File: config.mk
export PLATFORM = sky130hd
export DESIGN_NAME = qosc_seq_ctrl_flat
export DESIGN_NICKNAME = d
export VERILOG_FILES = /design/src/rtl/qosc_pkg.sv /design/src/rtl/qosc_seq_ctrl_if.sv /design/src/rtl/qosc_regfile.sv /design/src/rtl/qosc_seq_ctrl.sv /design/src/flat_wrapper.sv
export SDC_FILE = /design/constraint.sdc
export NUM_CORES = 1
export LEC_CHECK = 0
export CAP_MARGIN = 20
export CORE_MARGIN = 10
export CORE_UTILIZATION = 60
export DETAILED_ROUTE_END_ITERATION = 6
export HOLD_SLACK_MARGIN = 0.1
export PLACE_DENSITY_LB_ADDON = 0.15
export REMOVE_ABC_BUFFERS = 1
export SLEW_MARGIN = 20
export SYNTH_ARGS = -nofsm -noshare
export SYNTH_HDL_FRONTEND = slang
export SYNTH_HIERARCHICAL = 1
export SYNTH_SLANG_ARGS = --single-unit
export TNS_END_PERCENT = 5
File: constraint.sdc
create_clock -name clk -period 6.05 [get_ports clk]
set_clock_uncertainty 0.2 [all_clocks]
set_input_delay 1.21 -clock clk [delete_from_list [all_inputs] [get_ports clk]]
set_output_delay 1.21 -clock clk [all_outputs]
set_load 0.005 [all_outputs]
File: src/rtl/qosc_pkg.sv
`default_nettype none
// ============================================================================
// qosc_pkg : register map, command bits, reset defaults and sequencer states
// Revision  : 1.0
// ============================================================================
package qosc_pkg;

  localparam logic [2:0] ADDR_RE  = 3'd0;
  localparam logic [2:0] ADDR_IM  = 3'd1;
  localparam logic [2:0] ADDR_PWR = 3'd2;
  localparam logic [2:0] ADDR_ARE = 3'd3;
  localparam logic [2:0] ADDR_AIM = 3'd4;
  localparam logic [2:0] ADDR_BLO = 3'd5;
  localparam logic [2:0] ADDR_BHI = 3'd6;
  localparam logic [2:0] ADDR_CMD = 3'd7;

  localparam int CMD_START_BIT = 0;
  localparam int CMD_STOP_BIT  = 1;

  localparam logic [7:0] RST_RE  = 8'h7D;
  localparam logic [7:0] RST_IM  = 8'h1B;
  localparam logic [7:0] RST_PWR = 8'h40;
  localparam logic [7:0] RST_ARE = 8'h20;
  localparam logic [7:0] RST_AIM = 8'h00;

  typedef enum logic [1:0] {
    IDLE = 2'd0,
    LOAD = 2'd1,
    RUN  = 2'd2
  } state_t;

endpackage
`default_nettype wire

File: src/rtl/qosc_seq_ctrl_if.sv
`default_nettype none
// ============================================================================
// qosc_seq_ctrl_if : host write channel (valid/ready, address, data)
// Revision         : 1.0
// ============================================================================
interface qosc_seq_ctrl_if;
  logic       wr_valid;
  logic       wr_ready;
  logic [2:0] wr_addr;
  logic [7:0] wr_data;

  modport master (output wr_valid, output wr_addr, output wr_data, input wr_ready);
  modport slave  (input wr_valid, input wr_addr, input wr_data, output wr_ready);
endinterface
`default_nettype wire

File: src/rtl/qosc_regfile.sv
`default_nettype none
// ============================================================================
// qosc_regfile : shadow/active register bank with write handshake and START copy
// Revision     : 1.0
// ============================================================================
module qosc_regfile
  import qosc_pkg::*;
#(
  parameter int CNT_W = 16
) (
  input  wire logic             clk,
  input  wire logic             rst_n,
  qosc_seq_ctrl_if.slave        host,
  input  wire logic             i_ready,
  output logic                  o_start,
  output logic                  o_stop,
  output logic [7:0]            o_re,
  output logic [7:0]            o_im,
  output logic [7:0]            o_pwr,
  output logic [7:0]            o_are,
  output logic [7:0]            o_aim,
  output logic [CNT_W-1:0]      o_burst
);

  logic             w_acc;
  logic             w_cmd;
  logic [7:0]       r_sh_re, r_sh_im, r_sh_pwr, r_sh_are, r_sh_aim;
  logic [15:0]      r_sh_burst;
  logic [7:0]       r_act_re, r_act_im, r_act_pwr, r_act_are, r_act_aim;
  logic [CNT_W-1:0] r_act_burst;

  assign host.wr_ready = i_ready;
  assign w_acc   = host.wr_valid & i_ready;
  assign w_cmd   = w_acc & (host.wr_addr == ADDR_CMD);
  // STOP dominates a simultaneous START
  assign o_stop  = w_cmd & host.wr_data[CMD_STOP_BIT];
  assign o_start = w_cmd & host.wr_data[CMD_START_BIT] & ~host.wr_data[CMD_STOP_BIT];

  always_ff @(posedge clk or negedge rst_n) begin
    if (!rst_n) begin
      r_sh_re     <= RST_RE;
      r_sh_im     <= RST_IM;
      r_sh_pwr    <= RST_PWR;
      r_sh_are    <= RST_ARE;
      r_sh_aim    <= RST_AIM;
      r_sh_burst  <= '0;
      r_act_re    <= RST_RE;
      r_act_im    <= RST_IM;
      r_act_pwr   <= RST_PWR;
      r_act_are   <= RST_ARE;
      r_act_aim   <= RST_AIM;
      r_act_burst <= '0;
    end else begin
      if (w_acc) begin
        case (host.wr_addr)
          ADDR_RE:  r_sh_re           <= host.wr_data;
          ADDR_IM:  r_sh_im           <= host.wr_data;
          ADDR_PWR: r_sh_pwr          <= host.wr_data;
          ADDR_ARE: r_sh_are          <= host.wr_data;
          ADDR_AIM: r_sh_aim          <= host.wr_data;
          ADDR_BLO: r_sh_burst[7:0]   <= host.wr_data;
          ADDR_BHI: r_sh_burst[15:8]  <= host.wr_data;
          default:  ;
        endcase
      end
      if (o_start) begin
        r_act_re    <= r_sh_re;
        r_act_im    <= r_sh_im;
        r_act_pwr   <= r_sh_pwr;
        r_act_are   <= r_sh_are;
        r_act_aim   <= r_sh_aim;
        r_act_burst <= r_sh_burst[CNT_W-1:0];
      end
    end
  end

  assign o_re    = r_act_re;
  assign o_im    = r_act_im;
  assign o_pwr   = r_act_pwr;
  assign o_are   = r_act_are;
  assign o_aim   = r_act_aim;
  assign o_burst = r_act_burst;

endmodule
`default_nettype wire

File: src/rtl/qosc_seq_ctrl.sv
`default_nettype none
// ============================================================================
// qosc_seq_ctrl : IDLE -> LOAD -> RUN sequencer driving the oscillator load
// Revision      : 1.0
// ============================================================================
module qosc_seq_ctrl
  import qosc_pkg::*;
#(
  parameter int LOAD_EDGES = 2,
  parameter int CNT_W      = 16
) (
  input  wire logic         clk,
  input  wire logic         rst_n,
  input  wire logic         takt,
  qosc_seq_ctrl_if.slave    host,
  output logic              osc_load,
  output logic [7:0]        re_coeff,
  output logic [7:0]        im_coeff,
  output logic [7:0]        power,
  output logic [7:0]        accu_re_init,
  output logic [7:0]        accu_im_init,
  output logic              busy,
  output logic              done,
  output logic [CNT_W-1:0]  edge_cnt
);

  localparam int LW = $clog2(LOAD_EDGES + 1);

  state_t           r_state;
  logic             r_takt_q;
  logic             r_osc_load;
  logic             r_busy;
  logic             r_done;
  logic             r_wr_ready;
  logic [CNT_W-1:0] r_edge_cnt;
  logic [LW-1:0]    r_load_cnt;

  logic             w_takt_rise;
  logic             w_start;
  logic             w_stop;
  logic [CNT_W-1:0] w_burst;
  logic [CNT_W-1:0] w_cnt_nxt;

  qosc_regfile #(.CNT_W(CNT_W)) u_regfile (
    .clk     (clk),
    .rst_n   (rst_n),
    .host    (host),
    .i_ready (r_wr_ready),
    .o_start (w_start),
    .o_stop  (w_stop),
    .o_re    (re_coeff),
    .o_im    (im_coeff),
    .o_pwr   (power),
    .o_are   (accu_re_init),
    .o_aim   (accu_im_init),
    .o_burst (w_burst)
  );

  assign w_takt_rise = takt & ~r_takt_q;
  assign w_cnt_nxt   = r_edge_cnt + CNT_W'(1);

  always_ff @(posedge clk or negedge rst_n) begin
    if (!rst_n) begin
      r_state    <= IDLE;
      r_takt_q   <= 1'b0;
      r_osc_load <= 1'b1;
      r_busy     <= 1'b0;
      r_done     <= 1'b0;
      r_wr_ready <= 1'b1;
      r_edge_cnt <= '0;
      r_load_cnt <= '0;
    end else begin
      r_takt_q <= takt;
      r_done   <= 1'b0;
      case (r_state)
        IDLE: begin
          if (w_start) begin
            r_state    <= LOAD;
            r_edge_cnt <= '0;
            r_load_cnt <= '0;
            r_osc_load <= 1'b1;
            r_busy     <= 1'b1;
            r_wr_ready <= 1'b0;
          end
        end
        LOAD: begin
          if (w_takt_rise) begin
            if (r_load_cnt == LW'(LOAD_EDGES - 1)) begin
              r_state    <= RUN;
              r_osc_load <= 1'b0;
              r_wr_ready <= 1'b1;
            end else begin
              r_load_cnt <= r_load_cnt + LW'(1);
            end
          end
        end
        RUN: begin
          // a command on the same cycle as a takt rise swallows that rise
          if (w_stop) begin
            r_state    <= IDLE;
            r_osc_load <= 1'b1;
            r_busy     <= 1'b0;
          end else if (w_start) begin
            r_state    <= LOAD;
            r_edge_cnt <= '0;
            r_load_cnt <= '0;
            r_osc_load <= 1'b1;
            r_wr_ready <= 1'b0;
          end else if (w_takt_rise) begin
            r_edge_cnt <= w_cnt_nxt;
            if ((w_burst != '0) && (w_cnt_nxt == w_burst)) begin
              r_state    <= IDLE;
              r_osc_load <= 1'b1;
              r_busy     <= 1'b0;
              r_done     <= 1'b1;
            end
          end
        end
        default: begin
          r_state    <= IDLE;
          r_osc_load <= 1'b1;
          r_busy     <= 1'b0;
          r_wr_ready <= 1'b1;
        end
      endcase
    end
  end

  assign osc_load = r_osc_load;
  assign busy     = r_busy;
  assign done     = r_done;
  assign edge_cnt = r_edge_cnt;

endmodule
`default_nettype wire

File: src/flat_wrapper.sv
// flat-port wrapper written by rule: the top's interface ports become plain ports
module qosc_seq_ctrl_flat import qosc_pkg::*;
#(
  parameter int LOAD_EDGES = 2,
  parameter int CNT_W      = 16
)
  (clk, rst_n, takt, osc_load, re_coeff, im_coeff, power, accu_re_init, accu_im_init, busy, done, edge_cnt, host_wr_valid, host_wr_addr, host_wr_data, host_wr_ready);
  qosc_seq_ctrl_if host_i ();
  input  wire logic clk;
  input  wire logic rst_n;
  input  wire logic takt;
  output logic osc_load;
  output logic [7:0] re_coeff;
  output logic [7:0] im_coeff;
  output logic [7:0] power;
  output logic [7:0] accu_re_init;
  output logic [7:0] accu_im_init;
  output logic busy;
  output logic done;
  output logic [CNT_W-1:0] edge_cnt;
  input wire logic [$bits(host_i.wr_valid)-1:0] host_wr_valid;
  input wire logic [$bits(host_i.wr_addr)-1:0] host_wr_addr;
  input wire logic [$bits(host_i.wr_data)-1:0] host_wr_data;
  output wire logic [$bits(host_i.wr_ready)-1:0] host_wr_ready;
  assign host_i.wr_valid = host_wr_valid;
  assign host_i.wr_addr = host_wr_addr;
  assign host_i.wr_data = host_wr_data;
  assign host_wr_ready = host_i.wr_ready;
  qosc_seq_ctrl #(.LOAD_EDGES(LOAD_EDGES), .CNT_W(CNT_W)) u_core (.clk(clk), .rst_n(rst_n), .takt(takt), .host(host_i), .osc_load(osc_load), .re_coeff(re_coeff), .im_coeff(im_coeff), .power(power), .accu_re_init(accu_re_init), .accu_im_init(accu_im_init), .busy(busy), .done(done), .edge_cnt(edge_cnt));
endmodule
==> out/metrics.yaml <==
critical_path:
  criticalPathCategory: "input pin to flop"
  critPathLaunchType: "input pin"
  worstPathArrival_ps: 3860
  crit_buf_inv: 1
  worstPathRequired_ps: 6240
  max_stage_delay_ps: 650
  path_delay_family: "simple AND/OR/NAND/NOR gates"
  path_cells: "clkdlybuf4s50_1 > nand2b_1 > nor3_1 > nor4b_1 > nand2_1 > a31oi_1 > o21ai_0 > o41ai_1"
  cp_slowest_cell: "clkdlybuf4s50_1"
  endpoint_kind: "flop"
  critPathMaxFanout: 19
detailed_routing:
  vias: 4141
  met1Wirelength_microns: 5661
  wl_per_cell_microns: 19.33
  via_per_inst: 5.899
  drtAntennaViolNets: 0
  drc: 0
  dr_wl_met3_microns: 855
  drt-total-wl_microns: 13570
  drt_iter0_markers: 331
  wl_met2_microns: 6852
  drtPass1Iterations: 4
  top_layer: "met4"
floorplan:
  io_pins: 75
  die_y_microns: 121.8
  start_util: 0.6082
  dieArea_sq_um: 14840
  die_w_microns: 121.8
  core_area_sq_um: 10230
  rows: 37
logic_synthesis:
  async_reset_ff_frac: 1.000
  synth-edff-count: 0
  synthCells: 480
  synth_ff_type: "dfrtp_1"
  yosys_warnings: 6
  synth_area_sq_um: 6222
  synth.distinct_cells: 57
  ys_seq_elements: 137
  synth.yosys.seq_area_share: 0.5562
  synth_top_area_share: 0.4464
  yosys.area.top_type: "dfrtp_1"
  synth_area_per_cell_sq_um: 12.96
  synth.area.top_cells: "dfrtp_1 (45%), mux2_1 (12%), dfstp_2 (11%)"
run:
  drv_cap: 0
hold_path:
  hold_class: "flop to flop"
clock_network:
  hold_buffers: 0
  cts_buffer_depth: 2
  numCtsBuffers: 17
  cts_sinks: 137
  cts_tree: "done"
  root_buffer: "clkbuf_8"
  clk_pin_slew_ps: 60
  htree_num_levels: 4
  cts_setup_buffers: 0
  ctsResizeCount: 0
  insertion_delay_ps: 510
layout:
  drive_above_1_share: 0.2102
  syn_to_final_growth_pct: 22.08
  finalNetCount: 570
  layout_commonest_cell: "dfrtp_1"
  num_antenna_cells: 0
  utilization: 0.7424
  mostFrequentLayoutCells: "dfrtp_1 (111), clkdlybuf4s50_1 (73), mux2_1 (69)"
timing:
  relSlewSlack: 0.4388
  setup_violations: 0
  finalCriticalPeriod_ps: 3671
  hold_violations: 0
  fmax_mhz: 272.4
  holdWs_ps: 283.8
  drv_slew: 0
  setup-tns-final_ps: 0
  worstMarginPinSlew_ps: 835.4
  post-route-period-util: 0.6067
  rsz0062_at_grt: "no"
run_status:
  status: "complete, no violations"
global_route:
  track_usage: 0.1909
  grt_max_degree: 98
  grt_pass1_wl_microns: 22420
  antenna_found_initial: 0
  first_global_vias: 4295
  gr-total-overflow: 0
power_and_ir_drop:
  ir_worst_vdd_v: 0.0001900
  powerDensity_nw_per_um2: 258.8
  total_leakage_power_nw: 3.493
placement:
  routabilityCongestion: 0.8111
  dpl.hpwl_microns: 8908
  io_buffers: 74
## where the power goes
group	leakage (nW)	switching, mW	internal, mW	total (mW)
clock network	0.281	0.413	0.598	1.01
registers	1.81	0.000242	0.918	0.918
logic	1.40	0.0271	0.0104	0.0375
## cell families (layout without fill, tap and decap cells)
group,Yosys count,after routing,synth area share
xor+xnor,23,23,0.03237
simple gates,107,107,0.09853
compound gates,70,70,0.07239
mux,114,114,0.2109
flops,137,137,0.5562
fa+ha+maj,2,2,0.004021
buf+inv,27,113,0.02554
## routing by layer
metal / vias up / track usage
met5: - / 0
met4: 0 / 0.06632
met3: 20 / 0.06290
met2: 122 / 0.3126
met1: 2109 / 0.2321
li1: 1890 / -
## final timing paths
kind / start / endpoint / slack (ps) / depth (start not counted)
worst min register to register: u_core/u_regfile/o_aim[1]$_DFFE_PN0P_ / u_core/u_regfile/o_aim[1]$_DFFE_PN0P_ / 280 / 1
worst max register to register: u_core/edge_cnt[0]$_DFFE_PN0P_ / u_core/busy$_DFFE_PN0P_ / 2570 / 7
min in group asynchronous: rst_n / u_core/r_load_cnt[1]$_DFFE_PN0P_ / 560 / 1
worst min-delay path: u_core/u_regfile/o_aim[1]$_DFFE_PN0P_ / u_core/u_regfile/o_aim[1]$_DFFE_PN0P_ / 280 / 1
worst max-delay path: host_wr_data[1] / u_core/edge_cnt[6]$_DFFE_PN0P_ / 2380 / 8
max in group asynchronous: rst_n / u_core/u_regfile/r_sh_im[1]$_DFFE_PN1P_ / 4040 / 2
## metrics by stage
stage          instances  setup slack, ps  power (mW)  area, sq um
2_1_floorplan        458           -50.06      0.9375         6082
3_3_place_gp         670             2134      0.9714         7014
3_5_place_dp         670             1955      0.9723         7014
4_1_cts              702             2452       1.984         7596
5_1_grt              702             2074       2.031         7596
6_report             702             2379       1.966         7596
## final cells by class
| class | instances | area [sq um] |
|---|---|---|
| Sequential cell | 137 | 3461 |
| Fill cell | 683 | 2635 |
| Inverter | 5 | 18.77 |
| Clock inverter | 14 | 163.9 |
| Multi-Input combinational cell | 316 | 2608 |
| Timing Repair Buffer | 76 | 757.0 |
| Clock buffer | 18 | 417.9 |
| Tap cell | 136 | 170.2 |
## synth_stat cells, types with 3 or more instances
| master | n |
|---|---|
| xor2_1 | 11 |
| buf_2 | 7 |
| o31ai_1 | 6 |
| mux2_1 | 69 |
| nand2_1 | 18 |
| nor2_1 | 23 |
| nor2_2 | 5 |
| inv_1 | 5 |
| xnor2_1 | 12 |
| nand2b_1 | 6 |
| a21oi_1 | 10 |
| dfrtp_1 | 111 |
| buf_4 | 3 |
| nand3_1 | 9 |
| dfstp_2 | 26 |
| nand3b_1 | 3 |
| a31oi_1 | 5 |
| or3_1 | 6 |
| nor4_1 | 6 |
| o41ai_1 | 3 |
| nand4_1 | 5 |
| buf_6 | 5 |
| mux2_4 | 8 |
| mux2_2 | 36 |
| clkbuf_1 | 7 |
| nor3_1 | 8 |
| o21ai_0 | 28 |
Power figures use the tool's default switching activity.
